--- src/rtl/video_timing_gen.sv ---
// video_timing_gen
// HDMI-side raster generator for NTSC, PAL and mono video. Produces hs/vs/de,
// the pixel/line counters and a frame_start pulse. A one-cycle vreset from the
// front-end analyzer reloads the counters to (HRST, VRST) so the output raster
// stays phase-locked to the source.
// Optional feature: define VIDEO_GEN_MONO_EN to build the mono timing; without
// it, modes 2 and 3 run PAL timing.
// vreset is a bare single-cycle pulse: it is acted on in the cycle it is high,
// there is no valid/ready pairing and no backpressure.
module video_timing_gen #(
    parameter logic [9:0] HRST = 10'd0,
    parameter logic [9:0] VRST = 10'd0
) (
    input  logic       clk,
    input  logic       resetn,
    input  logic [1:0] mode,
    input  logic       vreset,
    output logic       hs,
    output logic       vs,
    output logic       de,
    output logic [9:0] hcnt,
    output logic [9:0] vcnt,
    output logic       frame_start,
    output logic       locked,
    output logic [7:0] resync_cnt
);

    localparam logic [1:0] M_NTSC = 2'd0;
    localparam logic [1:0] M_PAL  = 2'd1;
`ifdef VIDEO_GEN_MONO_EN
    localparam logic [1:0] M_MONO = 2'd2;
`endif

    // Active timing mode, held in normalised form so a request that maps to
    // the same timing is never seen as a change.
    logic [1:0] cur_mode;
    logic [1:0] mode_norm;

    // Timing limits of cur_mode; *_end values are exclusive bounds.
    logic [9:0] h_max;
    logic [9:0] h_act;
    logic [9:0] hs_beg;
    logic [9:0] hs_end;
    logic [9:0] v_max;
    logic [9:0] v_act;
    logic [9:0] vs_beg;
    logic [9:0] vs_end;

    logic h_last;
    logic frame_end;

    // Map the requested mode onto the timing it actually selects.
    always_comb begin
        mode_norm = M_PAL;
        case (mode)
            2'd0:    mode_norm = M_NTSC;
            2'd1:    mode_norm = M_PAL;
            default: begin
`ifdef VIDEO_GEN_MONO_EN
                mode_norm = M_MONO;
`else
                mode_norm = M_PAL;
`endif
            end
        endcase
    end

    // Timing table lookup for the active mode (PAL is the fallback).
    always_comb begin
        h_max  = 10'd863;
        h_act  = 10'd720;
        hs_beg = 10'd732;
        hs_end = 10'd796;
        v_max  = 10'd624;
        v_act  = 10'd576;
        vs_beg = 10'd581;
        vs_end = 10'd586;
        case (cur_mode)
            M_NTSC: begin
                h_max  = 10'd857;
                h_act  = 10'd720;
                hs_beg = 10'd736;
                hs_end = 10'd798;
                v_max  = 10'd524;
                v_act  = 10'd480;
                vs_beg = 10'd489;
                vs_end = 10'd495;
            end
`ifdef VIDEO_GEN_MONO_EN
            M_MONO: begin
                h_max  = 10'd895;
                h_act  = 10'd640;
                hs_beg = 10'd672;
                hs_end = 10'd768;
                v_max  = 10'd499;
                v_act  = 10'd400;
                vs_beg = 10'd425;
                vs_end = 10'd427;
            end
`endif
            default: ;
        endcase
    end

    assign h_last    = (hcnt == h_max);
    assign frame_end = h_last && (vcnt == v_max);

    // Raster counters and mode register; vreset takes priority over the
    // end-of-frame wrap, so the mode is sampled exactly once when both coincide.
    always_ff @(posedge clk or negedge resetn) begin
        if (!resetn) begin
            hcnt     <= 10'd0;
            vcnt     <= 10'd0;
            cur_mode <= M_PAL;
        end else if (vreset) begin
            hcnt     <= HRST;
            vcnt     <= VRST;
            cur_mode <= mode_norm;
        end else if (h_last) begin
            hcnt <= 10'd0;
            if (frame_end) begin
                vcnt     <= 10'd0;
                cur_mode <= mode_norm;
            end else begin
                vcnt <= vcnt + 10'd1;
            end
        end else begin
            hcnt <= hcnt + 10'd1;
        end
    end

    // Lock status and saturating count of resync loads.
    always_ff @(posedge clk or negedge resetn) begin
        if (!resetn) begin
            locked     <= 1'b0;
            resync_cnt <= 8'd0;
        end else if (vreset) begin
            locked <= 1'b1;
            if (resync_cnt != 8'hff) begin
                resync_cnt <= resync_cnt + 8'd1;
            end
        end else if (frame_end && (mode_norm != cur_mode)) begin
            locked <= 1'b0;
        end
    end

    // Registered decode of the current counter position (one clock behind).
    always_ff @(posedge clk or negedge resetn) begin
        if (!resetn) begin
            hs          <= 1'b1;
            vs          <= 1'b1;
            de          <= 1'b0;
            frame_start <= 1'b0;
        end else begin
            de          <= (hcnt < h_act) && (vcnt < v_act);
            hs          <= !((hcnt >= hs_beg) && (hcnt < hs_end));
            vs          <= !((vcnt >= vs_beg) && (vcnt < vs_end));
            frame_start <= (hcnt == 10'd0) && (vcnt == 10'd0);
        end
    end

endmodule
--- config.mk ---
export PLATFORM = sky130hd
export DESIGN_NAME = video_timing_gen
export DESIGN_NICKNAME = d
export VERILOG_FILES = /design/src/rtl/video_timing_gen.sv
export SDC_FILE = /design/constraint.sdc
export NUM_CORES = 1
export LEC_CHECK = 0
export ABC_AREA = 1
export CORE_UTILIZATION = 57
export CTS_CLUSTER_DIAMETER = 50
export CTS_CLUSTER_SIZE = 25
export DETAILED_ROUTE_END_ITERATION = 12
export GPL_TIMING_DRIVEN = 0
export PLACE_DENSITY = 0.87
export SETUP_SLACK_MARGIN = 0.02
export SLEW_MARGIN = 25
export SYNTH_ARGS = -nofsm -noshare
export SYNTH_HDL_FRONTEND = slang
export SYNTH_SLANG_ARGS = --single-unit
export TNS_END_PERCENT = 1
--- constraint.sdc ---
create_clock -name clk -period 3.6 [get_ports clk]
set_input_delay 0.72 -clock clk [delete_from_list [all_inputs] [get_ports clk]]
set_output_delay 0.72 -clock clk [all_outputs]
set_load 0.02 [all_outputs]
==> results of run 1 <==
## layout by cell type (no fill, tap or decap), drive strengths merged
| cell type | synthesis | layout |
|---|---|---|
| a211oi | 1 | 1 |
| a21oi | 14 | 14 |
| buf | 2 | 4 |
| clkbuf | 0 | 7 |
| clkdlybuf4s50 | 0 | 36 |
| clkinvlp | 0 | 1 |
| dfrtp | 31 | 31 |
| dfstp | 3 | 3 |
| ha | 20 | 20 |
| inv | 45 | 45 |
| nand2 | 65 | 65 |
| nand3 | 25 | 25 |
| nand3b | 2 | 2 |
| nand4 | 8 | 8 |
| nor2 | 38 | 38 |
| nor3 | 12 | 12 |
| nor3b | 1 | 1 |
| nor4 | 2 | 2 |
| o21a | 1 | 1 |
| o21ai | 12 | 12 |
| o21bai | 1 | 1 |
| o31ai | 2 | 2 |
| xnor2 | 1 | 1 |
| xor2 | 7 | 7 |
## logic make-up after synthesis
family / Yosys count / share of synthesized area
buf+inv: 47 / 0.0850
compound gates: 31 / 0.0788
xor+xnor: 8 / 0.0315
simple gates: 153 / 0.308
fa+ha+maj: 20 / 0.113
flops: 34 / 0.384
## cell type report
class | count | share of cell area
multi-input cells | 212 | 0.427
flip-flops and latches | 34 | 0.310
repair buffers | 38 | 0.142
inverters | 45 | 0.0612
clock buffers | 7 | 0.0277
well taps | 48 | 0.0218
plain buffers | 2 | 0.00725
clock inverters | 1 | 0.00272
## sequential cells by signal (all words and copies together) (netlist names)
name,flops
resync_cnt,8
hcnt,10
locked,1
hs,1
frame_start,1
vcnt,10
de,1
cur_mode,1
vs,1
## routing by layer
layer	GRT usage	routed length, um
met5	0	0
met4	0.0694	40
met3	0.0651	288
met2	0.430	2330
met1	0.337	2140
## metrics by stage
stage | util | power (mW) | area [um2]
after global routing | 0.748 | 1.06 | 2760
after detailed placement | 0.726 | 0.739 | 2680
after CTS | 0.748 | 1.01 | 2760
after floorplan | - | 0.621 | 2220
after global placement | 0.719 | 0.729 | 2650
final | 0.748 | 1.01 | 2760
## worst max path at each step
stage,start,cells after the start,end,slack (ns)
2_1_floorplan,cur_mode[0]$_DFFE_PN1P_,10,locked$_DFFE_PN0P_,1.76
3_3_place_gp,resetn,1,locked$_DFFE_PN0P_,1.07
3_5_place_dp,vreset,7,resync_cnt[3]$_DFFE_PN0P_,1.37
4_1_cts,cur_mode[0]$_DFFE_PN1P_,10,hcnt[3]$_DFF_PN0_,1.38
5_1_grt,cur_mode[0]$_DFFE_PN1P_,10,vcnt[9]$_DFFE_PN0P_,1.22
6_report,cur_mode[0]$_DFFE_PN1P_,10,hcnt[3]$_DFF_PN0_,1.39
## worst max-delay path, cell delays in order (launching register included)
cell     delay, ns
dfstp_2       0.67
inv_1         0.24
ha_1          0.33
inv_1         0.05
nand2_1       0.04
nor2_1        0.14
nand3_2       0.17
nand2_4       0.17
inv_1         0.13
o21ai_1       0.10
a21oi_1       0.05
## power breakdown
group,internal (mW),switching [mW]
Clock,0.137,0.138
Sequential,0.421,0.0440
Combinational,0.122,0.144
==> run_results.csv, run 1 <==
group,metric,value,unit
floorplanning,io_pins,38,
finish,area_growth,24.1,%
synthesis,synth_top_area_frac,0.349,
synthesis,synth_top_area_cell,"dfrtp_1",
synthesis,ys_top_cells_by_area,"dfrtp_1, ha_1, nand2_1",
timing,whs,0.367,ns
timing,setup_viol,0,
global_routing,grt_max_degree,19,
placement,dp_cells,379,
timing,max_slew_margin,0.710,
finish,final-seq-area,855,um2
timing,fmax,0.453,GHz
drt,drtAntennaViolNets,0,
finish,fill_cells,295,
synthesis,yosysMostFrequentCell,"nand2_1",
clocking,post-cts-setup-buffers,0,
floorplanning,dieArea,0.00415,mm2
setup_path,path_class,"reg -> reg",
synthesis,synthArstFlopShare,1.00,
synthesis,avgSynthCellArea,7.59,um2
clocking,clk_latency,0.29,ns
drt,avgViaCountPerCell,5.28,
clocking,clockBufferDepth,2,
clocking,clockRootBuffer,"clkbuf_8",
timing,layout_setup_ws,1.39,ns
floorplanning,die_w,64.5,um
floorplanning,rows,22,
finish,fin_cells,387,
power,power.density,365,mW/mm2
placement,io_buffers,37,
setup_path,path_max_fanout,11,
timing,post-route-period-util,0.613,
clocking,cts_hold_buf,0,
floorplanning,coreArea,0.00369,mm2
setup_path,start_kind,"flop",
setup_path,regToRegSetupSlack,1.39,ns
setup_path,reg2regPathDepth,10,
global_routing,grt_antenna_before_repair,0,
drt,vias,2045,
finish,drive_above_1_share,0.0590,
drt,dr.first_iter.drc_count,144,
setup_path,endpoint_kind,"flop",
placement,gp_congestion,0.874,
synthesis,ys_seq_area_frac,0.384,
timing,skew,0.00769,ns
hold_path,hold_class,"in -> async",
synthesis,synth-seq-cells,34,
power,vdd_ir_drop_max,0.000371,V
timing,period_minus_slack,2.21,ns
clocking,cts.repair.resized,0,
timing,tightest_slew,0.435,ns
setup_path,r2r-start,"cur_mode[0]$_DFFE_PN1P_",
setup_path,critPathRequiredTime,3.77,ns
synthesis,ys.flop_type,"dfrtp_1",
finish,multiInputGateArea,0.00118,mm2
run_status,status,"completed",
placement,place_ws,1.37,ns
drt,first_pass_iters,4,
timing,report.final.slew_viol_count,0,
finish,fin_nets,363,
clocking,clk_pin_slew_worst_paths,0.07,ns
synthesis,syn_inst,293,
synthesis,synthTopCellsByCount,"nand2_1, inv_1, nor2_1",
drt,drt_wl_total,4800,um
timing,hold_violations,0,
placement,dpl.hpwl,3630,um
synthesis,synth_edf_count,0,
clocking,cts_tree,"yes",
power,leakage,1.28,nW
clocking,clock-sinks,34,
finish,diodes,0,
setup_path,r2r_end,"hcnt[3]$_DFF_PN0_",
timing,rsz0062_at_grt,"no",
clocking,cts_made_buffers,5,
global_routing,grt_use_total,0.259,
synthesis,yosysWarnings,0,
floorplanning,start_util,0.603,
synthesis,syn_nets,318,
synthesis,synth_cell_types,28,
setup_path,arrival,2.38,ns
synthesis,netlist_area,0.00222,mm2
drt,drc,0,
floorplanning,die_h,64.5,um
drt,post_drt_wl_per_cell,12.4,um
global_routing,grt_pass1_vias,1914,
clocking,cts_max_level,2,
timing,finalSetupTns,0,ns
global_routing,grt_first_pass_wirelength,8330,um
job,maxCapViolCount,0,
global_routing,gr-total-overflow,0,
Power figures use the tool's default switching activity.
==> run 2, diff against run 1 <==
- CORE_UTILIZATION: 57 -> 48
- PLACE_DENSITY: 0.87 -> 0.78
- clock period: 3.6 -> 1.97 ns (I/O delays scaled with it)
==> run_results.csv, run 2 (same netlist as run 1, synthesis figures left out) <==
group,metric,value,unit
timing,setup_viol,9,
clocking,cts_made_buffers,5,
placement,dpl.hpwl,3680,um
finish,area_growth,32.4,%
timing,period_minus_slack,2.02,ns
timing,tightest_slew,0.423,ns
setup_path,path_max_fanout,6,
timing,report.final.slew_viol_count,0,
drt,drtAntennaViolNets,0,
global_routing,grt_first_pass_wirelength,8540,um
setup_path,endpoint_kind,"flop",
global_routing,grt.met1_usage,0.277,
global_routing,grt.met2_usage,0.365,
clocking,clock-sinks,34,
global_routing,grt_use_met3,0.0433,
global_routing,gr-total-overflow,0,
power,leakage,1.35,nW
timing,max_slew_margin,0.718,
finish,drive_above_1_share,0.135,
power,vdd_ir_drop_max,0.000614,V
timing,rsz0062_at_grt,"yes",
finish,diodes,0,
clocking,clockRootBuffer,"clkbuf_8",
timing,skew,0.00660,ns
clocking,cts_tree,"yes",
clocking,clk_latency,0.28,ns
setup_path,arrival,2.18,ns
setup_path,path_class,"reg -> reg",
drt,drc,0,
global_routing,grt_antenna_before_repair,0,
floorplanning,rows,24,
timing,fmax,0.496,GHz
setup_path,start_kind,"flop",
drt,drt_wl_total,5210,um
finish,fill_cells,363,
timing,hold_violations,0,
clocking,cts_max_level,2,
finish,multiInputGateArea,0.00126,mm2
placement,gp_congestion,0.857,
timing,layout_setup_ws,-0.0462,ns
finish,fin_nets,373,
global_routing,grt.busiest_layer,"met2",
global_routing,grt_use_total,0.214,
floorplanning,start_util,0.504,
run_status,violations,"negative setup slack",
drt,post_drt_wl_per_cell,13.0,um
drt,vias,2082,
run_status,status,"finished, violations left",
power,power.density,651,mW/mm2
global_routing,grt_max_degree,20,
power,power,1.92,mW
placement,io_buffers,37,
setup_path,critPathRequiredTime,2.13,ns
clocking,clockBufferDepth,2,
finish,final-seq-area,855,um2
timing,post-route-period-util,1.02,
global_routing,grt_pass1_vias,2008,
drt,avgViaCountPerCell,5.19,
clocking,cts_hold_buf,0,
drt,first_pass_iters,4,
hold_path,hold_class,"in -> async",
finish,layout_commonest_cell,"nand2_1",
drt,dr.first_iter.drc_count,121,
floorplanning,io_pins,38,
floorplanning,dieArea,0.00491,mm2
floorplanning,die_w,70.1,um
finish,post-route-util,0.667,
floorplanning,die_h,70.1,um
floorplanning,coreArea,0.00441,mm2
finish,top_regs,"hcnt x10, vcnt x10, resync_cnt x8",
job,maxCapViolCount,0,
clocking,clk_pin_slew_worst_paths,0.07,ns
finish,final_cell_mix,"nand2_1, inv_1, clkdlybuf4s50_1",
run 2: cell count changes in the layout (fill, tap and decap cells not counted), sizes merged:
cell | previous run | this run
buf | 4 | 14
clkinv | 0 | 1
inv | 45 | 44
run 2: critical path, cell delays in order, from the launching register on:
cell	delay, ns
dfstp_2	0.56
clkinvlp_4	0.22
ha_1	0.34
inv_1	0.07
nand3_1	0.07
nor2_1	0.14
nand2_2	0.10
nor2_4	0.19
nor2_1	0.07
nand3_1	0.07
nand2_1	0.06
run 2: path summary, 6_finish.rpt:
| path | cells after the start | slack, ns | start | endpoint |
|---|---|---|---|---|
| worst min register to register | 2 | 0.53 | locked$_DFFE_PN0P_ | locked$_DFFE_PN0P_ |
| max in group asynchronous | 2 | 1.41 | resetn | cur_mode[0]$_DFFE_PN1P_ |
| worst min-delay path | 1 | 0.04 | resetn | hcnt[8]$_DFF_PN0_ |
| min in group clk | 2 | 0.53 | locked$_DFFE_PN0P_ | locked$_DFFE_PN0P_ |
| worst max register to register | 10 | -0.05 | cur_mode[0]$_DFFE_PN1P_ | vcnt[7]$_DFFE_PN0P_ |
| worst max-delay path | 10 | -0.05 | cur_mode[0]$_DFFE_PN1P_ | vcnt[7]$_DFFE_PN0P_ |
run 2: layout make-up:
type	count	area share
Timing Repair Buffer	49	0.165
Clock buffer	7	0.0293
Inverter	45	0.0595
Clock inverter	1	0.00170
Multi-Input combinational cell	212	0.430
Sequential cell	34	0.290
Tap cell	52	0.0221
Buffer	1	0.00170
run 2: timing repair:
| item | CTS | global route |
|---|---|---|
| endpoints found under the setup margin | 21 | 22 |
| gates resized for setup | 2 | 25 |
| buffers inserted | 4 | 7 |
| pin swaps | 1 | 8 |
run 2: per-stage QoR:
step                      std cells  hold WS [ns]  setup TNS [ns]  area, um2  setup WS (ns)
after global placement          382         0.504          -10.34       2660         -0.239
after global routing            401        0.0607           -1.08       2940         -0.116
after floorplan                 293        0.0984               0       2220          0.132
after detailed placement        383         0.349           -3.37       2680         -0.219
after CTS                       395        0.0477               0       2810         0.0214
final                           401        0.0380          -0.164       2940        -0.0462
run 2: per-layer routing:
metal	vias to the layer above	routed length, um
met1	964	2430
met5	-	0
met3	6	207
met4	0	48
li1	1060	-
met2	52	2530
run 2: power breakdown:
part           internal, mW  leakage (nW)  switching [mW]
registers             0.769         0.437          0.0787
clock network         0.282        0.0482           0.244
logic                 0.251         0.860           0.291
total                  1.30          1.35           0.614
